[src/rtl/dmem_arbiter_if.sv]
// Bundle of the two requester ports and the dmem_ctrl port seen by dmem_arbiter.
// The slave modport is the arbiter's view; master is the environment side (requesters + memory).
interface dmem_arbiter_if #(
    parameter int ADDR_W = 18,
    parameter int DATA_W = 32
);
    logic              m0_req,   m1_req;
    logic              m0_we,    m1_we;
    logic [ADDR_W-1:0] m0_addr,  m1_addr;
    logic [DATA_W-1:0] m0_wdata, m1_wdata;
    logic [2:0]        m0_memop, m1_memop;
    logic              m0_ack,   m1_ack;
    logic              m0_err,   m1_err;
    logic [DATA_W-1:0] m0_rdata, m1_rdata;
    logic [ADDR_W-1:0] mem_addr;
    logic [DATA_W-1:0] mem_datain;
    logic [2:0]        mem_memop;
    logic              mem_we;
    logic [DATA_W-1:0] mem_dataout;

    modport slave (
        input  m0_req, m1_req, m0_we, m1_we, m0_addr, m1_addr,
               m0_wdata, m1_wdata, m0_memop, m1_memop, mem_dataout,
        output m0_ack, m1_ack, m0_err, m1_err, m0_rdata, m1_rdata,
               mem_addr, mem_datain, mem_memop, mem_we
    );

    modport master (
        output m0_req, m1_req, m0_we, m1_we, m0_addr, m1_addr,
               m0_wdata, m1_wdata, m0_memop, m1_memop, mem_dataout,
        input  m0_ack, m1_ack, m0_err, m1_err, m0_rdata, m1_rdata,
               mem_addr, mem_datain, mem_memop, mem_we
    );
endinterface

[src/rtl/dmem_arbiter.sv]
// Two-master arbiter/sequencer in front of dmem_ctrl: latch, access, wait read latency, ack.
// Define DMEM_ARB_RR_EN for round-robin arbitration; otherwise m0 has fixed priority.
module dmem_arbiter #(
    parameter int ADDR_W = 18,
    parameter int DATA_W = 32
) (
    input  logic           clk,
    input  logic           rst_n,
    dmem_arbiter_if.slave  bus
);
    typedef enum logic [1:0] {IDLE, ACCESS, RDWAIT, DONE} state_t;

    state_t            state, state_nxt;
    logic              grant, grant_nxt;   // 0 = m0, 1 = m1
    logic              we_q;
    logic              any_req;
    logic              win_we;
    logic              win_err;
    logic [ADDR_W-1:0] win_addr;
    logic [DATA_W-1:0] win_wdata;
    logic [2:0]        win_memop;
`ifdef DMEM_ARB_RR_EN
    logic              prio_m1;
`endif

    function automatic logic misaligned(input logic [2:0] op, input logic [1:0] a);
        case (op)
            3'b000, 3'b100: return 1'b0;
            3'b001, 3'b101: return a[0];
            3'b010:         return a != 2'b00;
            default:        return 1'b1;
        endcase
    endfunction

    always_ff @(posedge clk or negedge rst_n) begin
        if (!rst_n) state <= IDLE;
        else        state <= state_nxt;
    end

    always_comb begin
        state_nxt = state;
        grant_nxt = grant;
        any_req   = bus.m0_req || bus.m1_req;
        if (state == IDLE && any_req) begin
`ifdef DMEM_ARB_RR_EN
            grant_nxt = bus.m1_req && (!bus.m0_req || prio_m1);
`else
            grant_nxt = !bus.m0_req;
`endif
        end
        win_we    = grant_nxt ? bus.m1_we    : bus.m0_we;
        win_addr  = grant_nxt ? bus.m1_addr  : bus.m0_addr;
        win_wdata = grant_nxt ? bus.m1_wdata : bus.m0_wdata;
        win_memop = grant_nxt ? bus.m1_memop : bus.m0_memop;
        win_err   = misaligned(win_memop, win_addr[1:0]);
        case (state)
            IDLE:    if (any_req) state_nxt = win_err ? DONE : ACCESS;
            ACCESS:  state_nxt = we_q ? DONE : RDWAIT;
            RDWAIT:  state_nxt = DONE;
            default: state_nxt = IDLE;
        endcase
    end

    // Outputs are registered from the next state so each lines up with the state it belongs to;
    // an IDLE->DONE transition is by construction the error path.
    always_ff @(posedge clk or negedge rst_n) begin
        if (!rst_n) begin
            grant          <= 1'b0;
            we_q           <= 1'b0;
            bus.m0_ack     <= 1'b0;
            bus.m1_ack     <= 1'b0;
            bus.m0_err     <= 1'b0;
            bus.m1_err     <= 1'b0;
            bus.m0_rdata   <= '0;
            bus.m1_rdata   <= '0;
            bus.mem_addr   <= '0;
            bus.mem_datain <= '0;
            bus.mem_memop  <= '0;
            bus.mem_we     <= 1'b0;
`ifdef DMEM_ARB_RR_EN
            prio_m1        <= 1'b0;
`endif
        end else begin
            bus.mem_we <= (state_nxt == ACCESS) && win_we;
            bus.m0_ack <= (state_nxt == DONE) && !grant_nxt;
            bus.m1_ack <= (state_nxt == DONE) &&  grant_nxt;
            bus.m0_err <= (state_nxt == DONE) && !grant_nxt && (state == IDLE);
            bus.m1_err <= (state_nxt == DONE) &&  grant_nxt && (state == IDLE);
            if (state == IDLE && state_nxt != IDLE) begin
                grant <= grant_nxt;
                we_q  <= win_we;
`ifdef DMEM_ARB_RR_EN
                prio_m1 <= !grant_nxt;
`endif
            end
            if (state_nxt == ACCESS) begin
                bus.mem_addr   <= win_addr;
                bus.mem_datain <= win_wdata;
                bus.mem_memop  <= win_memop;
            end
            if (state == RDWAIT) begin
                if (grant) bus.m1_rdata <= bus.mem_dataout;
                else       bus.m0_rdata <= bus.mem_dataout;
            end
            if (state == IDLE && state_nxt == DONE) begin
                if (grant_nxt) bus.m1_rdata <= '0;
                else           bus.m0_rdata <= '0;
            end
        end
    end
endmodule

[src/flat_wrapper.sv]
// flat-port wrapper written by rule: the top's interface ports become plain ports
module dmem_arbiter_flat 
#(
    parameter int ADDR_W = 18,
    parameter int DATA_W = 32
)
  (clk, rst_n, bus_m0_req, bus_m1_req, bus_m0_we, bus_m1_we, bus_m0_addr, bus_m1_addr, bus_m0_wdata, bus_m1_wdata, bus_m0_memop, bus_m1_memop, bus_mem_dataout, bus_m0_ack, bus_m1_ack, bus_m0_err, bus_m1_err, bus_m0_rdata, bus_m1_rdata, bus_mem_addr, bus_mem_datain, bus_mem_memop, bus_mem_we);
  dmem_arbiter_if #(.ADDR_W(ADDR_W), .DATA_W(DATA_W)) bus_i ();
  input  logic clk;
  input  logic rst_n;
  input wire logic [$bits(bus_i.m0_req)-1:0] bus_m0_req;
  input wire logic [$bits(bus_i.m1_req)-1:0] bus_m1_req;
  input wire logic [$bits(bus_i.m0_we)-1:0] bus_m0_we;
  input wire logic [$bits(bus_i.m1_we)-1:0] bus_m1_we;
  input wire logic [$bits(bus_i.m0_addr)-1:0] bus_m0_addr;
  input wire logic [$bits(bus_i.m1_addr)-1:0] bus_m1_addr;
  input wire logic [$bits(bus_i.m0_wdata)-1:0] bus_m0_wdata;
  input wire logic [$bits(bus_i.m1_wdata)-1:0] bus_m1_wdata;
  input wire logic [$bits(bus_i.m0_memop)-1:0] bus_m0_memop;
  input wire logic [$bits(bus_i.m1_memop)-1:0] bus_m1_memop;
  input wire logic [$bits(bus_i.mem_dataout)-1:0] bus_mem_dataout;
  output wire logic [$bits(bus_i.m0_ack)-1:0] bus_m0_ack;
  output wire logic [$bits(bus_i.m1_ack)-1:0] bus_m1_ack;
  output wire logic [$bits(bus_i.m0_err)-1:0] bus_m0_err;
  output wire logic [$bits(bus_i.m1_err)-1:0] bus_m1_err;
  output wire logic [$bits(bus_i.m0_rdata)-1:0] bus_m0_rdata;
  output wire logic [$bits(bus_i.m1_rdata)-1:0] bus_m1_rdata;
  output wire logic [$bits(bus_i.mem_addr)-1:0] bus_mem_addr;
  output wire logic [$bits(bus_i.mem_datain)-1:0] bus_mem_datain;
  output wire logic [$bits(bus_i.mem_memop)-1:0] bus_mem_memop;
  output wire logic [$bits(bus_i.mem_we)-1:0] bus_mem_we;
  assign bus_i.m0_req = bus_m0_req;
  assign bus_i.m1_req = bus_m1_req;
  assign bus_i.m0_we = bus_m0_we;
  assign bus_i.m1_we = bus_m1_we;
  assign bus_i.m0_addr = bus_m0_addr;
  assign bus_i.m1_addr = bus_m1_addr;
  assign bus_i.m0_wdata = bus_m0_wdata;
  assign bus_i.m1_wdata = bus_m1_wdata;
  assign bus_i.m0_memop = bus_m0_memop;
  assign bus_i.m1_memop = bus_m1_memop;
  assign bus_i.mem_dataout = bus_mem_dataout;
  assign bus_m0_ack = bus_i.m0_ack;
  assign bus_m1_ack = bus_i.m1_ack;
  assign bus_m0_err = bus_i.m0_err;
  assign bus_m1_err = bus_i.m1_err;
  assign bus_m0_rdata = bus_i.m0_rdata;
  assign bus_m1_rdata = bus_i.m1_rdata;
  assign bus_mem_addr = bus_i.mem_addr;
  assign bus_mem_datain = bus_i.mem_datain;
  assign bus_mem_memop = bus_i.mem_memop;
  assign bus_mem_we = bus_i.mem_we;
  dmem_arbiter #(.ADDR_W(ADDR_W), .DATA_W(DATA_W)) u_core (.clk(clk), .rst_n(rst_n), .bus(bus_i));
endmodule
[config.mk]
export PLATFORM = sky130hd
export DESIGN_NAME = dmem_arbiter_flat
export DESIGN_NICKNAME = d
export VERILOG_FILES = /design/src/rtl/dmem_arbiter_if.sv /design/src/rtl/dmem_arbiter.sv /design/src/flat_wrapper.sv
export SDC_FILE = /design/constraint.sdc
export NUM_CORES = 1
export LEC_CHECK = 0
export BUFFER_PORTS_ARGS = -buffer_cell sky130_fd_sc_hd__buf_4
export CORE_MARGIN = 2
export CORE_UTILIZATION = 48
export CTS_BUF_LIST = sky130_fd_sc_hd__clkbuf_4
export CTS_CLUSTER_SIZE = 25
export DETAILED_ROUTE_END_ITERATION = 10
export PLACE_DENSITY = 0.83
export SETUP_SLACK_MARGIN = 0.1
export SYNTH_ARGS = -nofsm -noshare
export SYNTH_HDL_FRONTEND = slang
export SYNTH_SLANG_ARGS = --single-unit
[constraint.sdc]
create_clock -name clk -period 3.05 [get_ports clk]
set_input_delay 0.61 -clock clk [delete_from_list [all_inputs] [get_ports clk]]
set_output_delay 0.61 -clock clk [all_outputs]
set_load 0.02 [all_outputs]
After elaboration in Yosys (flattened, before gate mapping)
Index checks and enable logic that the tools add are counted.

Flip-flop bits (word level): 126. Bits of input ports: 144.

Equal/unequal tests: 8. Multiplexer cells: 18. Reduce and logical (&&, ||, !) cells: 17.

Operators by type and width (count): $mux W32 (9); $mux W18 (1); $logic_and A1 B1 Y1 (8); $eq A3 B3 Y1 const B (2); $pmux W2 S3 (1); $eq A2 B1 Y1 const B (2); $eq A2 B2 Y1 const B (2); $mux W2 (2); $reduce_bool A2 Y1 (2); $reduce_or A2 Y1 (2); $eq A3 B1 Y1 const B (1); $eq A3 B2 Y1 const B (1); $logic_not A3 Y1 (1); $mux W1 (3); $mux W3 (1); $pmux W1 S3 (1); $logic_not A1 Y1 (2); $logic_not A2 Y1 (1); $logic_or A1 B1 Y1 (1).

Depth between registers and ports, before layout
Depth in word-level cells: 13. Depth in mapped cells: 13. Depth with buffers taken out: 9.

Worst setup path after synthesis
Ideal clock, no wire load.

Path kind: reg-to-reg. Start: register u_core.state[0]. End: register u_core.bus.mem_datain[26] (netlist name). Library setup time: 132 ps. Arrival time: 2333 ps. Required time: 2918 ps. Slack: 585 ps. Stages on the path, launching flop included: 14. Clock period less this slack: 2465 ps. Cells stage by stage: dfrtp_1 inv_1 ha_1 buf_2 nand2_2 nand2_2 buf_6 mux2i_1 nand4_1 a2111o_1 buf_6 buf_6 nand2_1 o21ai_1.

Word-level cells in the longest chain between the ends: 11.

Ends and longest elaborated chain: start, declared (line dmem_arbiter.sv:13) `state_t state, state_nxt;`; start signal, assigned (line dmem_arbiter.sv:37) `else state <= state_nxt;`; $logic_not A2 Y1 (line dmem_arbiter.sv:44, dmem_arbiter.sv:56); $logic_and A1 B1 Y1 (line dmem_arbiter.sv:44) `if (state == IDLE && any_req) begin`; $mux W1 (line dmem_arbiter.sv:44); $mux W3 (line dmem_arbiter.sv:54) `win_memop = grant_nxt ? bus.m1_memop : bus.m0_memop;`; $eq A3 B1 Y1, or another cell as far along (line dmem_arbiter.sv:27) `case (op)`; $reduce_or A2 Y1 (line dmem_arbiter.sv:27); $pmux W1 S3 (line dmem_arbiter.sv:27); $mux W2 (2 in a row) (line dmem_arbiter.sv:57) `IDLE: if (any_req) state_nxt = win_err ? DONE : ACCESS;`; $pmux W2 S3 (line dmem_arbiter.sv:56) `case (state)`; $eq A2 B1 Y1 (line dmem_arbiter.sv:96) `if (state_nxt == ACCESS) begin`; end signal, assigned (line dmem_arbiter.sv:98) `bus.mem_datain <= win_wdata;`; end, declared (line dmem_arbiter_if.sv:25) `mem_addr, mem_datain, mem_memop, mem_we`.

Several ways; a longest one is shown, not always the timed one. A chain may end at the register's enable or synchronous reset.

Worst setup path in the final report
Start: register u_core.state[0]. End: register u_core.bus.mem_addr[2] (netlist name).

Word-level cells in the longest chain between the ends: 11.

Ends and longest elaborated chain: $logic_not A2 Y1 (line dmem_arbiter.sv:44, dmem_arbiter.sv:56); $logic_and A1 B1 Y1 (line dmem_arbiter.sv:44); $mux W1 (line dmem_arbiter.sv:44); $mux W3 (line dmem_arbiter.sv:54); $eq A3 B1 Y1, or another cell as far along (line dmem_arbiter.sv:27); $reduce_or A2 Y1 (line dmem_arbiter.sv:27); $pmux W1 S3 (line dmem_arbiter.sv:27); $mux W2 (2 in a row) (line dmem_arbiter.sv:57); $pmux W2 S3 (line dmem_arbiter.sv:56); $eq A2 B1 Y1 (line dmem_arbiter.sv:96); end signal, assigned (line dmem_arbiter.sv:97) `bus.mem_addr <= win_addr;`; end, declared (line dmem_arbiter_if.sv:25).

Several ways; a longest one is shown, not always the timed one.

==> flow_summary.toml <==
[die]
core-area_um2 = 11300
ios = 266
fp.dieH_um = 111
die-area_um2 = 12300
start_util = 0.486
rows = 39
die_width_um = 111

[synth]
synth_cell_types = 29
ys_dominant_reg_cell = "dfrtp_1"
syn-num-nets = 716
ys_async_sr_fraction = 1.00
postSynthAreaPerCell_um2 = 9.65
synth.cell_area_um2 = 5480
syn_inst = 568
synth.ff_latch_count = 126
synth_edf_count = 0
synth_warnings = 0
yosysSeqAreaShare = 0.575

[worst_setup_path]
slowest_delay_ns = 0.58
endpoint = "u_core.bus.mem_addr[2]$_DFFE_PN0N_"
r2r-start = "u_core.state[0]$_DFF_PN0_"
cp-startpoint = "u_core.state[0]$_DFF_PN0_"
crit_chain = "inv_1, ha_1, a21o_1, nand2_4, mux2i_1, nand4_1, a2111o_2, buf_4, nand2_1, o21ai_0"
end_kind = "flop"
cp_max_fo = 27
path_class = "reg2reg"
start_kind = "flop"
worstPathBufferInverterCount = 2
r2r_cells = 10
r2r_setup_slack_ns = 0.33
worst_ep_required_time_ns = 3.43
cp_top_family = "compound AO/OA/AOI/OAI gates"
crit_cells = 10
slowest_stage = "a2111o_2"
r2r-end = "u_core.bus.mem_addr[2]$_DFFE_PN0N_"
cp.arrival_ns = 3.10

[pwr]
vdd_ir_drop_max_mv = 0.668
powerDensity_nw_per_um2 = 1150
power_leakage_nw = 4.17

[timing]
slew_viol_final = 0
setup_tns_ns = 0
slew_headroom = 0.462
period_minus_slack_ns = 2.72
setup_violations = 0
max_freq_ghz = 0.368
fin_skew_ns = 0.0233
timing_hold_violations_final = 0
rsz0062_at_grt = "false"
worstMarginPinSlew_ns = 0.807
fin_crit_sh = 0.891

[cts]
ctsLongestPathBuffers = 2
clk_pin_slew_ns = 0.11
root_buffer = "clkbuf_4"
holdBufCountCts = 0
htreeDepth = 4
clock_latency_ns = 0.51
numCtsBuffers = 17
cts.sinks = 126
cts_tree = "yes"

[status]
outcome = "finished clean"

[route]
drt-total-wl_um = 15800
drtAntennaViolNets = 0
drt_iter0_drc = 416
drcViolationCount = 0
num_vias = 5093
vias_per_cell = 5.20
firstDrtPassIters = 5
wire_per_inst_um = 16.2

[grt]
grt_pass1_vias = 5226
grt_first_pass_wirelength_um = 25900
grt_max_degree = 64
track_usage = 0.264
gr-total-overflow = 0
antenna_found_initial = 1

[final_layout]
drive_above_1_share = 0.372
syn_to_final_growth_pct = 43.1
design_area_um2 = 7840
final_nets = 973

[place]
place_area_um2 = 7570
place.port_buffers = 265
gp_congestion = 0.924
dp_hpwl_um = 11900

[run]
maxCapViolations = 0

[hold_path]
hp-class = "in2async"
[placed cells by master, fill, tap and decap left out, types with 2 or more instances in the layout]
cell and count:
ha_1 4, clkbuf_4 21, a21oi_1 69, inv_1 4, dfrtp_1 126, a221oi_1 2
nor2_1 4, nand2_1 187, mux2i_1 55, clkinv_2 2, nand3_1 2, clkinv_1 3
bufinv_16 2, a21o_1 2, buf_4 276, nand4_1 2, buf_12 2, o21ai_0 15
clkinvlp_4 2, o21ai_1 39
[flip-flops by register name, indices dropped and copies added (netlist names)]
| signal | flops |
|---|---|
| u_core.bus.m1_ack | 1 |
| u_core.bus.m0_ack | 1 |
| u_core.bus.m0_rdata | 32 |
| u_core.bus.m0_err | 1 |
| u_core.bus.mem_memop | 3 |
| u_core.bus.m1_err | 1 |
| u_core.grant | 1 |
| u_core.we_q | 1 |
| u_core.bus.m1_rdata | 32 |
| u_core.bus.mem_addr | 18 |
| u_core.state | 2 |
| u_core.bus.mem_datain | 32 |
| u_core.bus.mem_we | 1 |
[how the worst min path moves through the flow]
stage,start,end,cells past startpoint
final,rst_n,u_core.bus.mem_memop[2]$_DFFE_PN0N_,1
after global routing,rst_n,u_core.bus.mem_memop[2]$_DFFE_PN0N_,1
after CTS,rst_n,u_core.bus.mem_memop[2]$_DFFE_PN0N_,1
after detailed placement,u_core.bus.mem_addr[7]$_DFFE_PN0N_,u_core.bus.mem_addr[7]$_DFFE_PN0N_,2
after global placement,u_core.bus.mem_datain[31]$_DFFE_PN0N_,u_core.bus.mem_datain[31]$_DFFE_PN0N_,2
after floorplan,rst_n,u_core.bus.m0_ack$_DFF_PN0_,0
[timing repair]
action / 4_1_cts / 5_1_grt
setup buffers: 0 / 1
gates resized for setup: 0 / 1
setup endpoints to repair: 0 / 45
[cell usage after synthesis (2+ instances only)]
master / n / area (um2)
nand2_1: 187 / 702
dfrtp_1: 126 / 3150
a21oi_1: 69 / 345
mux2i_1: 55 / 551
o21ai_1: 39 / 195
clkbuf_1: 27 / 101
o21ai_0: 15 / 75.1
buf_2: 7 / 35.0
buf_6: 6 / 67.6
nor2_1: 5 / 18.8
ha_1: 4 / 50.1
inv_1: 4 / 15.0
a221oi_1: 3 / 26.3
a21o_1: 2 / 15.0
nand2_2: 2 / 12.5
nand3_1: 2 / 10.0
nand4_1: 2 / 12.5
nor2b_1: 2 / 12.5
[report_power, final]
part | leakage (nW) | switching, mW | total, mW | internal, mW
Combinational | 2.45 | 2.99 | 5.04 | 2.05
Clock | 0.138 | 0.575 | 1.08 | 0.503
Sequential | 1.58 | 0.450 | 2.93 | 2.48
[final cells by class]
| class | instances | area, um2 |
|---|---|---|
| Inverter | 4 | 15.0 |
| Clock inverter | 9 | 96.3 |
| Multi-Input combinational cell | 398 | 2120 |
| Fill cell | 852 | 3430 |
| Timing Repair Buffer | 278 | 2110 |
| Clock buffer | 21 | 158 |
| Sequential cell | 126 | 3150 |
| Tap cell | 143 | 179 |
| Antenna cell | 1 | 2.50 |
[through the flow]
step	worst slack (ns)	cells	power, mW	hold slack, ns	util
CTS	0.198	978	9.07	0.0795	0.694
global placement	0.369	948	7.78	0.466	0.672
finish	0.333	980	9.05	0.0870	0.696
floorplan	0.585	568	6.06	0.314	-
global route	0.100	980	9.67	0.0782	0.696
detailed placement	0.187	948	7.99	0.471	0.672
[cells by family after synthesis]
family / Yosys count / share of synthesized area
AO/OA/AOI/OAI: 133 / 0.128
adder cells (fa/ha/maj): 4 / 0.00913
buffers and inverters: 44 / 0.0400
flip-flops: 126 / 0.575
multiplexers: 55 / 0.100
AND/OR/NAND/NOR: 206 / 0.147
[layer usage]
metal / vias to the layer above / track usage / routed length [um]
met2: 218 / 0.457 / 8270
met4: 0 / 0.103 / 378
met1: 2417 / 0.316 / 6090
li1: 2426 / - / -
met5: - / 0 / 0
met3: 32 / 0.0705 / 1110
Power figures use the tool's default switching activity.
